--- src/rtl/fetch_unit_if.sv ---
// Fetch bus bundle: instruction-memory read port, decode handshake,
// execute redirect and the retired-instruction counter.
interface fetch_unit_if;
    logic [31:0] mem_addr;
    logic        mem_rstrb;
    logic [31:0] mem_rdata;
    logic [31:0] instr;
    logic [31:0] instr_pc;
    logic        instr_valid;
    logic        instr_ready;
    logic        redirect;
    logic [31:0] redirect_pc;
    logic [31:0] instr_count;

    // fetch unit side
    modport master (
        output mem_addr, mem_rstrb, instr, instr_pc, instr_valid, instr_count,
        input  mem_rdata, instr_ready, redirect, redirect_pc
    );

    // memory / decode / execute side
    modport slave (
        input  mem_addr, mem_rstrb, instr, instr_pc, instr_valid, instr_count,
        output mem_rdata, instr_ready, redirect, redirect_pc
    );
endinterface

--- src/rtl/fetch_unit.sv ---
// Instruction fetch: owns the PC, strobes word reads into a registered-read
// memory, holds each fetched word for decode until it is accepted, and
// restarts from a new PC on redirect.
module fetch_unit #(
    parameter logic [31:0] RESET_PC = 32'h0000_0000
) (
    input  logic         clk,
    input  logic         reset,
    fetch_unit_if.master bus
);
    localparam logic [31:0] ALIGN   = 32'hFFFF_FFFC;
    localparam logic [31:0] PC_INIT = RESET_PC & ALIGN;

    typedef enum logic [1:0] {S_REQ, S_WAIT, S_VALID} state_t;

    state_t      state;
    logic [31:0] pc;
    logic [31:0] instr_q;
    logic [31:0] instr_pc_q;
    logic        valid_q;
    logic [31:0] count_q;
    logic        handshake;

    assign handshake       = valid_q && bus.instr_ready;
    assign bus.instr       = instr_q;
    assign bus.instr_pc    = instr_pc_q;
    assign bus.instr_valid = valid_q;
    assign bus.instr_count = count_q;

    // Read strobe: fresh request in REQ, or back-to-back fetch of pc+4 on a
    // handshake; a redirect or reset suppresses it.
    always_comb begin
        bus.mem_addr  = (state == S_VALID) ? pc + 32'd4 : pc;
        bus.mem_rstrb = 1'b0;
        if (!reset && !bus.redirect)
            bus.mem_rstrb = (state == S_REQ) || (state == S_VALID && bus.instr_ready);
    end

    // Fetch FSM; handshake counting is independent of redirect so a
    // coincident accept still retires.
    always_ff @(posedge clk) begin
        if (reset) begin
            state      <= S_REQ;
            pc         <= PC_INIT;
            instr_q    <= 32'd0;
            instr_pc_q <= PC_INIT;
            valid_q    <= 1'b0;
            count_q    <= 32'd0;
        end else begin
            if (handshake)
                count_q <= count_q + 32'd1;
            if (bus.redirect) begin
                // drops any outstanding read: WAIT data never captured
                pc      <= bus.redirect_pc & ALIGN;
                valid_q <= 1'b0;
                state   <= S_REQ;
            end else begin
                case (state)
                    S_REQ: state <= S_WAIT;
                    S_WAIT: begin
                        instr_q    <= bus.mem_rdata;
                        instr_pc_q <= pc;
                        valid_q    <= 1'b1;
                        state      <= S_VALID;
                    end
                    S_VALID: begin
                        if (bus.instr_ready) begin
                            pc      <= pc + 32'd4;
                            valid_q <= 1'b0;
                            state   <= S_WAIT;
                        end
                    end
                    default: state <= S_REQ;
                endcase
            end
        end
    end
endmodule

--- src/flat_wrapper.sv ---
// flat-port wrapper written by rule: the top's interface ports become plain ports
module fetch_unit_flat 
#(
    parameter logic [31:0] RESET_PC = 32'h0000_0000
)
  (clk, reset, bus_mem_addr, bus_mem_rstrb, bus_instr, bus_instr_pc, bus_instr_valid, bus_instr_count, bus_mem_rdata, bus_instr_ready, bus_redirect, bus_redirect_pc);
  fetch_unit_if bus_i ();
  input  logic clk;
  input  logic reset;
  output wire logic [$bits(bus_i.mem_addr)-1:0] bus_mem_addr;
  output wire logic [$bits(bus_i.mem_rstrb)-1:0] bus_mem_rstrb;
  output wire logic [$bits(bus_i.instr)-1:0] bus_instr;
  output wire logic [$bits(bus_i.instr_pc)-1:0] bus_instr_pc;
  output wire logic [$bits(bus_i.instr_valid)-1:0] bus_instr_valid;
  output wire logic [$bits(bus_i.instr_count)-1:0] bus_instr_count;
  input wire logic [$bits(bus_i.mem_rdata)-1:0] bus_mem_rdata;
  input wire logic [$bits(bus_i.instr_ready)-1:0] bus_instr_ready;
  input wire logic [$bits(bus_i.redirect)-1:0] bus_redirect;
  input wire logic [$bits(bus_i.redirect_pc)-1:0] bus_redirect_pc;
  assign bus_mem_addr = bus_i.mem_addr;
  assign bus_mem_rstrb = bus_i.mem_rstrb;
  assign bus_instr = bus_i.instr;
  assign bus_instr_pc = bus_i.instr_pc;
  assign bus_instr_valid = bus_i.instr_valid;
  assign bus_instr_count = bus_i.instr_count;
  assign bus_i.mem_rdata = bus_mem_rdata;
  assign bus_i.instr_ready = bus_instr_ready;
  assign bus_i.redirect = bus_redirect;
  assign bus_i.redirect_pc = bus_redirect_pc;
  fetch_unit #(.RESET_PC(RESET_PC)) u_core (.clk(clk), .reset(reset), .bus(bus_i));
endmodule
--- config.mk ---
export PLATFORM = sky130hd
export DESIGN_NAME = fetch_unit_flat
export DESIGN_NICKNAME = d
export VERILOG_FILES = /design/src/rtl/fetch_unit_if.sv /design/src/rtl/fetch_unit.sv /design/src/flat_wrapper.sv
export SDC_FILE = /design/constraint.sdc
export NUM_CORES = 1
export LEC_CHECK = 0
export BUFFER_PORTS_ARGS = -buffer_cell sky130_fd_sc_hd__buf_4
export CORE_MARGIN = 2
export CORE_UTILIZATION = 35
export DETAILED_ROUTE_END_ITERATION = 16
export SKIP_LAST_GASP = 1
export SYNTH_ARGS = -nofsm -noshare
export SYNTH_HDL_FRONTEND = slang
export SYNTH_SLANG_ARGS = --single-unit
--- constraint.sdc ---
create_clock -name clk -period 2.85 [get_ports clk]
set_input_delay 0.1425 -clock clk [delete_from_list [all_inputs] [get_ports clk]]
set_output_delay 0.1425 -clock clk [all_outputs]
set_load 0.05 [all_outputs]
Word level (Yosys, flattened, before mapping). Cells that the tools add are included.

Flip-flop bits (word level): 131. Bits of input ports: 68. Output and inout port bits: 130. Logic and storage cells: 37.

Add/subtract/negate cells: 2. Equality and inequality tests: 3. Multiplexer cells: 9. Bitwise logic cells: 1. Reduce and logical (&&, ||, !) cells: 15.

Operator list (number): 2-to-1 mux 32 bit (4); adder 32 x 1 -> 32 bit (second input constant) (1); adder 32 x 3 -> 32 bit (second input constant) (1); AND reduction 2 bit (4); one-hot mux 2 bit (3 select lines) (1); nonzero test 2 bit (3); logical AND 1 bit (3); == test 2 x 1 -> 1 bit (second input constant) (1); == test 2 bit (second input constant) (1); zero test 1 bit (2); zero test 2 bit (1); 2-to-1 mux 1 bit (2); 2-to-1 mux 2 bit (1); != test 2 bit (second input constant) (1); one-hot mux 1 bit (2 select lines) (1); OR reduction 2 bit (1); logical OR 1 bit (1); NOT 1 bit (1).

Longest topological paths before layout.
Depth in word-level cells: 4. Mapped depth: 7.

Worst setup path before layout. Ideal clock, no wire load.

Path kind: in2out. Start: input reset. End: output bus_mem_rstrb. Arrival: 2989 ps. Required time: 2707 ps. Setup slack: -281 ps. Stages on the path: 3. Cell sequence: clkbuf_1 -> clkbuf_1 -> a2111oi_0.

Longest elaborated chain between the ends: 3.

Ends and longest elaborated chain: from (decl) (RTL line flat_wrapper.sv:9) `input logic reset;`; zero test 1 bit (RTL line fetch_unit.sv:35) `if (!reset && !bus.redirect)`; logical AND 1 bit (RTL line fetch_unit.sv:35); 2-to-1 mux 1 bit (RTL line fetch_unit.sv:35); to (decl) (RTL line flat_wrapper.sv:11) `output wire logic [$bits(bus_i.mem_rstrb)-1:0] bus_mem_rstrb;`.

Every way passes these cells.

Final worst setup path.
Start: register u_core.pc[3]. End: output bus_mem_addr[16].

Longest elaborated chain between the ends: 2.

Ends and longest elaborated chain: from (decl) (RTL line fetch_unit.sv:17) `logic [31:0] pc;`; from (signal assigned) (RTL line fetch_unit.sv:54) `pc <= bus.redirect_pc & ALIGN;`; from (signal assigned) (RTL line fetch_unit.sv:68) `pc <= pc + 32'd4;`; adder 32 x 3 -> 32 bit (RTL line fetch_unit.sv:33) `bus.mem_addr = (state == S_VALID) ? pc + 32'd4 : pc;`; 2-to-1 mux 32 bit (RTL line fetch_unit.sv:33); to (decl) (RTL line flat_wrapper.sv:10) `output wire logic [$bits(bus_i.mem_addr)-1:0] bus_mem_addr;`.

Every way passes these cells.

==> insert_results.sql <==
INSERT INTO impl_metrics (metric_group, metric, value, unit) VALUES
('clock_tree', 'cts_tree', 'built', ''),
('placed_design', 'placer_congestion_estimate', '0.813', ''),
('sta', 'period_needed', '2730', 'ps'),
('logic_synthesis', 'ys_warn_count', '0', ''),
('sta', 'totalNegativeSetupSlack', '0', 'ps'),
('floorplanning', 'core_area', '0.0173', 'mm²'),
('floorplanning', 'die_area', '0.0188', 'mm²'),
('worst_setup_path', 'crit_family', 'simple AND/OR/NAND/NOR gates', ''),
('power_and_ir_drop', 'power_density', '533', 'mW/mm²'),
('power_and_ir_drop', 'power_switching', '1.32', 'mW'),
('worst_setup_path', 'critPathCaptureType', 'output port', ''),
('floorplanning', 'std_cell_rows', '48', ''),
('clock_tree', 'clkLatencyLatePin', '420', 'ps'),
('sta', 'setup_slack', '121', 'ps'),
('sta', 'fin_crit_sh', '95.7', '%'),
('global_routing', 'grt_usage', '21.3', '%'),
('worst_setup_path', 'rr_endpoint', 'u_core.pc[23]', ''),
('clock_tree', 'path_clk_slew', '60', 'ps'),
('sta', 'fmaxAchievable', '0.366', 'GHz'),
('logic_synthesis', 'ys_ff_latch', '127', ''),
('routing', 'ant_nets', '0', ''),
('worst_setup_path', 'critical_path_peak_fanout', '6', ''),
('finish', 'final_net_count', '1070', ''),
('min_path', 'worst_hold_path.num_cells', '3', ''),
('worst_setup_path', 'setup.worst_path.start_class', 'flip-flop', ''),
('job', 'maxCapViolCount', '0', ''),
('sta', 'timing.final.setup_violations', '0', ''),
('finish', 'post-route-util', '51.3', '%'),
('logic_synthesis', 'ys_dominant_reg_cell', 'dfxtp_1', ''),
('global_routing', 'grt_max_degree', '63', ''),
('power_and_ir_drop', 'power.share.clock', '46.0', '%'),
('power_and_ir_drop', 'cellLeakagePower', '3.43', 'nW'),
('worst_setup_path', 'critical_path_arrival', '2590', 'ps'),
('placed_design', 'numPortBuffers', '191', ''),
('sta', 'grt_setup_unrepaired', 'yes', ''),
('logic_synthesis', 'avgSynthCellArea', '7.85', 'µm²'),
('clock_tree', 'cts.sink_count', '127', ''),
('sta', 'post_route_skew', '5.78', 'ps'),
('power_and_ir_drop', 'ir_drop', '0.391', 'mV'),
('global_routing', 'antenna_found_initial', '1', ''),
('worst_setup_path', 'cp.buffers_inverters', '1', ''),
('finish', 'antennaDiodeCount', '0', ''),
('power_and_ir_drop', 'p_int', '3.41', 'mW'),
('routing', 'detail_route.drc_violations', '0', ''),
('floorplanning', 'ios', '198', ''),
('floorplanning', 'die_height', '137', 'µm'),
('worst_setup_path', 'r2r.worst_path.cells', '4', ''),
('clock_tree', 'clockBufferDepth', '2', ''),
('routing', 'wl_per_cell', '16.4', 'µm'),
('global_routing', 'grt_pass1_vias', '5870', ''),
('routing', 'route.detailed.vias_per_inst', '5.31', ''),
('sta', 'worst_slew_margin_rel', '45.0', '%'),
('worst_setup_path', 'crit_required', '2710', 'ps'),
('power_and_ir_drop', 'combinationalPowerShare', '13.8', '%'),
('worst_setup_path', 'r2r_startpoint', 'u_core.pc[12]', ''),
('min_path', 'holdCritStartpoint', 'bus_redirect_pc[20]', ''),
('worst_setup_path', 'crit_path_top_delay_cell', 'or4_1', ''),
('run_status', 'status', 'complete, no violations', ''),
('power_and_ir_drop', 'power.share.switching', '27.8', '%'),
('routing', 'finalWirelength', '20.3', 'mm'),
('logic_synthesis', 'synth.lib_cells_used.distinct', '52', ''),
('global_routing', 'global_route_wire_length_before_repair', '31.4', 'mm'),
('worst_setup_path', 'timing.critical_path.cells', 'ha_2, nand3b_1, or3_1, or4_1, nand2_1, buf_4', ''),
('floorplanning', 'initial_utilization', '35.9', '%'),
('logic_synthesis', 'synth_async_sr_flop_share', '0', '%'),
('worst_setup_path', 'path_class', 'flip-flop to output port', ''),
('logic_synthesis', 'post_synth_instance_area', '0.00621', 'mm²'),
('finish', 'final_layout_size_suffix_gt1_share', '25.9', '%'),
('logic_synthesis', 'synth_enable_flop_cells', '0', ''),
('routing', 'iter_0_drt_violations', '486', ''),
('sta', 'maxSlewViolCount', '0', '');
## registers in the layout, indices dropped and copies added (netlist names)
register                cells
u_core.bus.instr_pc        30
u_core.state                2
u_core.bus.instr_valid      1
u_core.pc                  30
u_core.bus.instr           32
u_core.bus.instr_count     32
## power by group through the flow
stage / combinational [mW] / clock (mW) / sequential, mW
4_1_cts: 0.656 / 2.22 / 1.90
3_3_place_gp: 0.605 / 0 / 1.94
6_report: 0.655 / 2.18 / 1.90
2_1_floorplan: 0.338 / 0 / 1.98
5_1_grt: 0.698 / 2.30 / 1.91
3_5_place_dp: 0.605 / 0 / 1.94
## Yosys cell counts (2+ instances only)
cell,count,share of area [%]
nand3b_1,2,0.24
xor2_1,19,2.7
clkbuf_1,52,3.1
a2111oi_0,9,1.3
nand3_1,33,2.7
o31ai_1,17,2.1
buf_4,6,0.73
nand2_1,160,9.7
inv_1,16,0.97
ha_1,2,0.40
a21oi_1,83,6.7
nor4_1,15,1.5
or3_1,15,1.5
and2_1,4,0.40
or4_1,24,2.9
or2_2,2,0.20
nand2b_1,5,0.50
buf_2,12,0.97
nor3_1,10,0.81
o211a_1,2,0.32
nor2_1,39,2.4
xnor2_1,27,3.8
and3_1,10,1.0
nand4b_1,4,0.56
o41ai_1,2,0.28
a311oi_1,14,2.0
o21ai_0,14,1.1
dfxtp_1,127,41
nand4_1,26,2.6
mux2_2,2,0.36
a211oi_1,7,0.85
and4_1,11,1.6
## stage by stage
| stage | hold slack (ps) | total power [mW] | cell area (µm²) | std cells |
|---|---|---|---|---|
| after floorplan | 279 | 2.32 | 6220 | 794 |
| after global placement | 371 | 2.54 | 7830 | 1161 |
| after detailed placement | 385 | 2.54 | 7830 | 1161 |
| after CTS | 0.220 | 4.78 | 8870 | 1238 |
| after global routing | 15.2 | 4.91 | 8880 | 1238 |
| final | 15.4 | 4.73 | 8880 | 1238 |
## layer usage
| layer | wire [µm] | track usage [%] |
|---|---|---|
| met1 | 9010 | 28.7 |
| met2 | 9650 | 32.9 |
| met3 | 1250 | 4.97 |
| met4 | 392 | 8.42 |
| met5 | 12 | 0 |
## repair_timing
item,CTS,global route
gates resized for setup,0,4
buffers inserted,0,0
hold buffers,45,0
endpoints found under the setup margin,0,8
hold endpoints to repair,45,0
## worst max-delay path by stage
stage	startpoint	endpoint	slack, ps	depth (start not counted)
finish	u_core.pc[3]	bus_mem_addr[16]	120	6
global route	u_core.pc[3]	bus_mem_addr[16]	-30	6
floorplan	u_core.pc[14]	bus_mem_addr[22]	380	5
CTS	u_core.pc[2]	bus_mem_addr[16]	30	6
global placement	u_core.pc[2]	bus_mem_addr[16]	540	6
detailed placement	u_core.pc[2]	bus_mem_addr[16]	490	6
## final cells by class
class                   count  area [µm²]
clock inverters            13         138
repair buffers            259        2070
flip-flops and latches    127        2540
inverters                  16        60.1
multi-input cells         579        3330
clock buffers              19         453
well taps                 225         282
fillers                  1685        8420
## worst register-to-register path: cells and delay by family, from the launching register on
family / cells / cell delay (ps)
DFF: 1 / 490
and+or+nand+nor: 3 / 1350
AOI/OAI and AO/OA: 1 / 350
## layout by cell type, fill, tap and decap left out, types with 7 or more instances in the layout
master | Yosys | routed
a2111oi_0 | 9 | 8
a211oi_1 | 7 | 7
a21oi_1 | 83 | 83
a311oi_1 | 14 | 14
and3_1 | 10 | 10
and4_1 | 11 | 11
buf_4 | 6 | 213
clkbuf_16 | 0 | 17
dfxtp_1 | 127 | 126
dlygate4sd3_1 | 0 | 45
inv_1 | 16 | 16
nand2_1 | 160 | 160
nand3_1 | 33 | 33
nand4_1 | 26 | 26
nor2_1 | 39 | 37
nor3_1 | 10 | 10
nor4_1 | 15 | 15
o21ai_0 | 14 | 14
o31ai_1 | 17 | 17
or3_1 | 15 | 15
or4_1 | 24 | 23
xnor2_1 | 27 | 27
xor2_1 | 19 | 19
## cells by family after synthesis
kind of cell | synth area share, %
compound gates | 15.8
xor+xnor | 6.49
fa+ha+maj | 0.403
buf+inv | 5.94
flops | 40.9
mux | 0.363
other cells | 0.0604
simple gates | 30.0
Note: power is estimated with default switching activity, not from simulation.
